### src/rtl/monitor_mem_master.sv
// Monitor-link memory master: byte-serial 'W'/'R' commands drive a 32-bit memory program port.
// Optional macro MONITOR_AUTOINC_EN adds address auto-increment plus the 'w'/'r' short commands.
module monitor_mem_master #(
  parameter int unsigned RD_LATENCY = 1
) (
  input  logic        clk,
  input  logic        reset,
  input  logic [7:0]  rx_data,
  input  logic        rx_valid,
  output logic        rx_ready,
  output logic [7:0]  tx_data,
  output logic        tx_valid,
  input  logic        tx_ready,
  output logic        prg_we,
  output logic [31:0] prg_addr,
  output logic [31:0] prg_wd,
  input  logic [31:0] prg_rd,
  output logic        busy
);
  localparam int unsigned CNT_W = 2;
  localparam int unsigned LAT_W = 2;
  localparam logic [7:0] CMD_WR = 8'h57;
  localparam logic [7:0] CMD_RD = 8'h52;
  localparam logic [7:0] RSP_ACK = 8'h06;
  localparam logic [7:0] RSP_NAK = 8'h15;
`ifdef MONITOR_AUTOINC_EN
  localparam logic [7:0] CMD_WR_INC = 8'h77;
  localparam logic [7:0] CMD_RD_INC = 8'h72;
`endif

  typedef enum logic [2:0] {IDLE, GET_ADDR, GET_DATA, WRITE, READ_WAIT, SEND} state_t;

  state_t           state, state_n;
  logic [CNT_W-1:0] cnt, cnt_n;
  logic [LAT_W-1:0] lat, lat_n;
  logic             is_wr, is_wr_n;
  logic [31:0]      addr, addr_n;
  logic [31:0]      data, data_n;
  logic [31:0]      resp, resp_n;
  logic             tx_valid_n, rx_ready_n, prg_we_n, busy_n;
  logic             rx_fire, tx_fire;

  assign rx_fire  = rx_valid && rx_ready;
  assign tx_fire  = tx_valid && tx_ready;
  assign tx_data  = resp[31:24];
  assign prg_addr = {addr[31:2], 2'b00};
  assign prg_wd   = data;

  // State register and all registered outputs
  always_ff @(posedge clk or posedge reset) begin
    if (reset) begin
      state    <= IDLE;
      cnt      <= '0;
      lat      <= '0;
      is_wr    <= 1'b0;
      addr     <= '0;
      data     <= '0;
      resp     <= '0;
      tx_valid <= 1'b0;
      rx_ready <= 1'b1;
      prg_we   <= 1'b0;
      busy     <= 1'b0;
    end else begin
      state    <= state_n;
      cnt      <= cnt_n;
      lat      <= lat_n;
      is_wr    <= is_wr_n;
      addr     <= addr_n;
      data     <= data_n;
      resp     <= resp_n;
      tx_valid <= tx_valid_n;
      rx_ready <= rx_ready_n;
      prg_we   <= prg_we_n;
      busy     <= busy_n;
    end
  end

  // Next state; cnt counts operand bytes on rx and remaining response bytes in SEND
  always_comb begin
    state_n    = state;
    cnt_n      = cnt;
    lat_n      = lat;
    is_wr_n    = is_wr;
    addr_n     = addr;
    data_n     = data;
    resp_n     = resp;
    tx_valid_n = tx_valid;

    case (state)
      IDLE: begin
        if (rx_fire) begin
          cnt_n = '0;
          lat_n = '0;
          case (rx_data)
            CMD_WR: begin
              is_wr_n = 1'b1;
              state_n = GET_ADDR;
            end
            CMD_RD: begin
              is_wr_n = 1'b0;
              state_n = GET_ADDR;
            end
`ifdef MONITOR_AUTOINC_EN
            CMD_WR_INC: state_n = GET_DATA;
            CMD_RD_INC: state_n = READ_WAIT;
`endif
            default: begin
              resp_n     = {RSP_NAK, 24'h000000};
              tx_valid_n = 1'b1;
              state_n    = SEND;
            end
          endcase
        end
      end

      GET_ADDR: begin
        if (rx_fire) begin
          addr_n = {addr[23:0], rx_data};
          cnt_n  = cnt + CNT_W'(1);
          if (cnt == CNT_W'(3)) begin
            lat_n   = '0;
            state_n = is_wr ? GET_DATA : READ_WAIT;
          end
        end
      end

      GET_DATA: begin
        if (rx_fire) begin
          data_n = {data[23:0], rx_data};
          cnt_n  = cnt + CNT_W'(1);
          if (cnt == CNT_W'(3)) state_n = WRITE;
        end
      end

      WRITE: begin
        resp_n     = {RSP_ACK, 24'h000000};
        cnt_n      = '0;
        tx_valid_n = 1'b1;
        state_n    = SEND;
`ifdef MONITOR_AUTOINC_EN
        addr_n     = addr + 32'd4;
`endif
      end

      READ_WAIT: begin
        if (lat == LAT_W'(RD_LATENCY - 1)) begin
          resp_n     = prg_rd;
          cnt_n      = CNT_W'(3);
          tx_valid_n = 1'b1;
          state_n    = SEND;
`ifdef MONITOR_AUTOINC_EN
          addr_n     = addr + 32'd4;
`endif
        end else begin
          lat_n = lat + LAT_W'(1);
        end
      end

      SEND: begin
        if (tx_fire) begin
          if (cnt == '0) begin
            tx_valid_n = 1'b0;
            state_n    = IDLE;
          end else begin
            resp_n = {resp[23:0], 8'h00};
            cnt_n  = cnt - CNT_W'(1);
          end
        end
      end

      default: state_n = IDLE;
    endcase

    rx_ready_n = (state_n == IDLE) || (state_n == GET_ADDR) || (state_n == GET_DATA);
    busy_n     = (state_n != IDLE);
    prg_we_n   = (state_n == WRITE);
  end

endmodule

### config.mk
export PLATFORM = sky130hd
export DESIGN_NAME = monitor_mem_master
export DESIGN_NICKNAME = d
export VERILOG_FILES = /design/src/rtl/monitor_mem_master.sv
export SDC_FILE = /design/constraint.sdc
export NUM_CORES = 1
export LEC_CHECK = 0
export CAP_MARGIN = 20
export CORE_AREA = 3 3 134 136
export DETAILED_ROUTE_END_ITERATION = 6
export DIE_AREA = 0 0 137 139
export MAX_ROUTING_LAYER = met4
export PLACE_DENSITY_LB_ADDON = 0.25
export SLEW_MARGIN = 20
export SYNTH_ARGS = -nofsm -noshare
export SYNTH_HDL_FRONTEND = slang
export SYNTH_SLANG_ARGS = --single-unit
export TNS_END_PERCENT = 50
### constraint.sdc
create_clock -name clk -period 4.3 [get_ports clk]
set_input_delay 0.43 -clock clk [delete_from_list [all_inputs] [get_ports clk]]
set_output_delay 0.43 -clock clk [all_outputs]
set_load 0.01 [all_outputs]
==> impl.org <==
** Detailed routing
- Wire per inst :: between 15 and 20 um
- Remaining DRCs :: 0
- DR vias/cell :: about 4.4
- For this block, the routed nets add up to 10700 um of wire.
- DRC marker count from the first detailed-route iteration :: 94
- Remaining antenna violation count :: 0
- For this block, the via count after detailed routing is slightly above 3000.
- Detailed-router iteration count before antenna repair :: 4

** Finish
- Layout Area Growth over Synthesis :: 29.1%
- Registers take ~2700 um2.
- Area used by multi-input combinational logic :: approximately 1900 um2
- Antenna cells :: 0
- Share of layout cells above drive strength 1 :: ~25%
- The top cell types in the final layout, fill and taps aside, are 117 x clkdlybuf4s50_1, 107 x dfrtp_1, 66 x mux2_2.
- Fill cell total of the finished layout :: around 1700
- After the last flow step, the layout net total stands at 519.
- Final instance area :: about 6500 um2
- Leaving out fill and tap cells, the most frequent cell in the layout is clkdlybuf4s50_1.

** Logic synthesis
- After technology mapping, the gate count stands at between 300 and 400.
- The number of different library cells used by synthesis comes to 45.
- Number of flops mapped to enable cells by yosys :: 0
- Synthesized area per cell :: approximately 13 um2
- Xor/xnor cell area share of the yosys netlist :: less than 1%
- Largest cells by area after synthesis :: dfrtp_1 53%, mux2_2 15%, mux2_4 6.2%
- Dominant combinational cell family by area after synthesis :: multiplexers
- Ys async rst share :: between 90% and 100%
- In the synthesized netlist the dominant register cell turns out to be dfrtp_1.
- Area fraction in compound gates after synthesis :: a little over 7%
- For this run, the number of Yosys warnings is 0.
- Synth Area in Adders :: less than 1%
- Sequential share of the synthesized area :: 53.5%
- Library cell occupying the most area in the post-synthesis netlist :: dfrtp_1
- Mapped Area :: ~5000 um2
- After Yosys synthesis, and, or, nand and nor cells account for about 6% of the synthesized area.
- Counting flops and latches in the post-synthesis netlist gives ~110.
- The synthesized design devotes to its leading area cell type 52.9% of total area.
- Measured against the total synthesized area, the mux share comes to approximately a quarter.

** Setup path
- The worst setup path is of the flip-flop to flip-flop kind.
- Worst reg2reg path endpoint :: resp[30]$_DFFE_PP0P_
- Crit. End Element :: flip-flop
- In this run the critical register-to-register path is launched from state[1]$_DFF_PP0_.
- Register-to-register setup slack :: ~1.5 ns
- In this run the worst path has a maximum fanout of 19.
- Required time of the critical path :: around 4.5 ns
- STA classifies the critical path startpoint as a flip-flop.
- At the worst endpoint, the arrival time is ~3 ns.
- The number of cells on the worst reg-to-reg path is 6.

** STA
- Number of setup violations in the final report :: 0
- Final setup margin :: ~1.5 ns
- The count of final max-slew check failures was 0.
- Relative slew margins :: 52.1%
- Final hold vios :: 0
- Crit path time final :: between 2 and 3 ns
- Slew at the pin closest to its max-slew limit :: 0.719 ns
- After routing, the total negative slack on setup checks comes to 0 ns.
- Max Clock Freq :: approximately 0.36 GHz
- Dividing the final minimum period by the clock period gives around 64%.
- Clock skew on the completed layout was measured at ~0.012 ns.
- Setup repair after global routing left no endpoint under its margin.

** Global route
- Entering global routing, the biggest net connects 58 pins.
- Met1 Resource Use GR :: approximately 17%
- Top Usage Layer GRT :: met2
- Global routing used ~12% of the available tracks.
- The number of global-route vias before repair came to 3230.
- The first global-routing pass estimated 17700 um of wire.
- Total gr overflow :: 0
- Grt met2 use :: between 15 and 20%
- Number of antenna violations at the first check in global routing :: 0
- Global routing met3 resource utilization :: between 3 and 4%

** Clock tree
- After clock tree synthesis, the clock-pin slew on the worst setup and hold paths is 0.07 ns.
- Total clock buffers created by CTS :: 9
- Post-CTS Setup Inserts :: 0
- TritonCTS sink count :: roughly 110
- Htree depth :: 3
- Root Driver :: clkbuf_16
- TritonCTS clock tree :: built
- For this design, the CTS-stage hold fixing added 0 buffers.
- Counting along the longest clock path gives a buffer depth of 2.
- The clock reaches the later pin of the worst-skew pair after 0.36 ns.
- CTS resizes :: 0

** Die
- The die covers around 19000 um2.
- Width of the chip :: ~140 um
- Starting density of the core :: between 20% and 30%
- During I/O placement, the number of pins put on the boundary was 120.
- Number of placement rows :: 48
- The core region is ~17000 um2.
- In this run the vertical extent of the chip is 139 um.

** Power
- VDD sags by at most approximately 260 uV.
- Static leakage :: 2.88 nW
- Power spread over the standard cell area amounts to between 600 and 700 nW/um2.

** Job
- Across the run, the number of max-cap violations was 0.

** Place
- Timing analysis after detailed placement gives a worst setup slack of approximately 1.3 ns.
- RePlAce Congestion :: around 0.76
- Quantity of I/O buffers inserted on ports :: 117
- Placed instance area :: a little over 6000 um2
- Post-detail-place hpwl :: between 7000 and 8000 um

** Run status
- The flow ran to the end, and the final reports show no timing, DRC or antenna violations.

** Hold path
- Number of instances on the worst hold path :: 1
- The worst hold path belongs to the class flip-flop to flip-flop.
- The startpoint identified for the worst hold timing path is lat[0]$_DFFE_PP0P_.
- The worst hold path terminates at lat[0]$_DFFE_PP0P_.
where the power goes:
| group | internal [mW] | switching, mW | total (mW) |
|---|---|---|---|
| logic | 0.994 | 0.731 | 1.72 |
| clock network | 0.540 | 0.407 | 0.947 |
| registers | 1.35 | 0.260 | 1.61 |
| total | 2.88 | 1.40 | 4.28 |
critical path, stage by stage, from the launching register on:
cell,delay [ns]
dfrtp_1,0.69
nand2b_1,0.32
nor2_1,0.07
buf_4,0.20
a21oi_4,0.54
buf_4,0.44
mux2_2,0.37
state kept, by name, indices dropped and copies added (netlist names):
signal    flops
cnt           2
state         3
lat           2
resp         32
addr         32
prg_wd       32
busy          1
tx_valid      1
rx_ready      1
prg_we        1
is_wr         1
worst max path at each step:
stage / from / end / slack, ns / depth (start not counted)
floorplan: reset / addr[0]$_DFFE_PP0P_ / 1.03 / 1
global placement: rx_valid / resp[30]$_DFFE_PP0P_ / 1.34 / 7
detailed placement: rx_valid / resp[29]$_DFFE_PP0P_ / 1.32 / 7
CTS: state[2]$_DFF_PP0_ / resp[30]$_DFFE_PP0P_ / 1.58 / 6
global route: state[2]$_DFF_PP0_ / resp[30]$_DFFE_PP0P_ / 1.35 / 6
finish: state[1]$_DFF_PP0_ / resp[30]$_DFFE_PP0P_ / 1.55 / 6
cell families (layout without fill, tap and decap cells):
group | after synthesis | count (layout)
multiplexers | 100 | 100
AO/OA/AOI/OAI | 52 | 52
other | 1 | 2
buffers and inverters | 75 | 157
flip-flops | 108 | 108
adder cells (fa/ha/maj) | 1 | 1
AND/OR/NAND/NOR | 57 | 57
XOR/XNOR | 2 | 2
per-stage QoR:
step / util, % / std cells / hold slack [ns] / power [mW]
after detailed placement: 36.2 / 688 / 0.477 / 3.37
after floorplan: - / 397 / 0.452 / 2.95
after CTS: 38.2 / 704 / 0.493 / 4.34
after global routing: 38.3 / 704 / 0.525 / 4.56
final: 38.3 / 704 / 0.497 / 4.28
after global placement: 36.2 / 688 / 0.476 / 3.34
layout make-up:
class,count,area share [%]
repair buffers,123,18.6
well taps,225,4.31
multi-input cells,214,29.3
clock buffers,10,3.66
inverters,18,1.07
flip-flops and latches,108,41.4
clock inverters,6,1.63
routing by layer:
metal / part of all wire, % / vias up / wire (um)
met3: 5.5 / 14 / 590
met1: 48 / 1479 / 5160
met2: 44 / 88 / 4730
met5: 0 / - / 0
li1: - / 1498 / -
met4: 1.6 / 0 / 174
cells in the mapped netlist, types with 2 or more instances:
master	n
nand2_1	23
nor2b_1	2
nor2_1	11
or3_1	2
o211ai_1	2
a31oi_1	3
nand2b_1	3
dfrtp_1	107
mux2_2	66
o21bai_1	3
xor2_1	2
mux2i_1	12
o21a_1	2
o31ai_1	3
buf_4	41
nor3_1	4
buf_6	3
a21oi_1	6
o21ai_0	14
buf_2	10
clkbuf_1	3
nand4_1	2
nand3_1	2
a22o_1	13
mux2_4	21
inv_1	17
No activity file was read; power rests on OpenSTA's default activity.
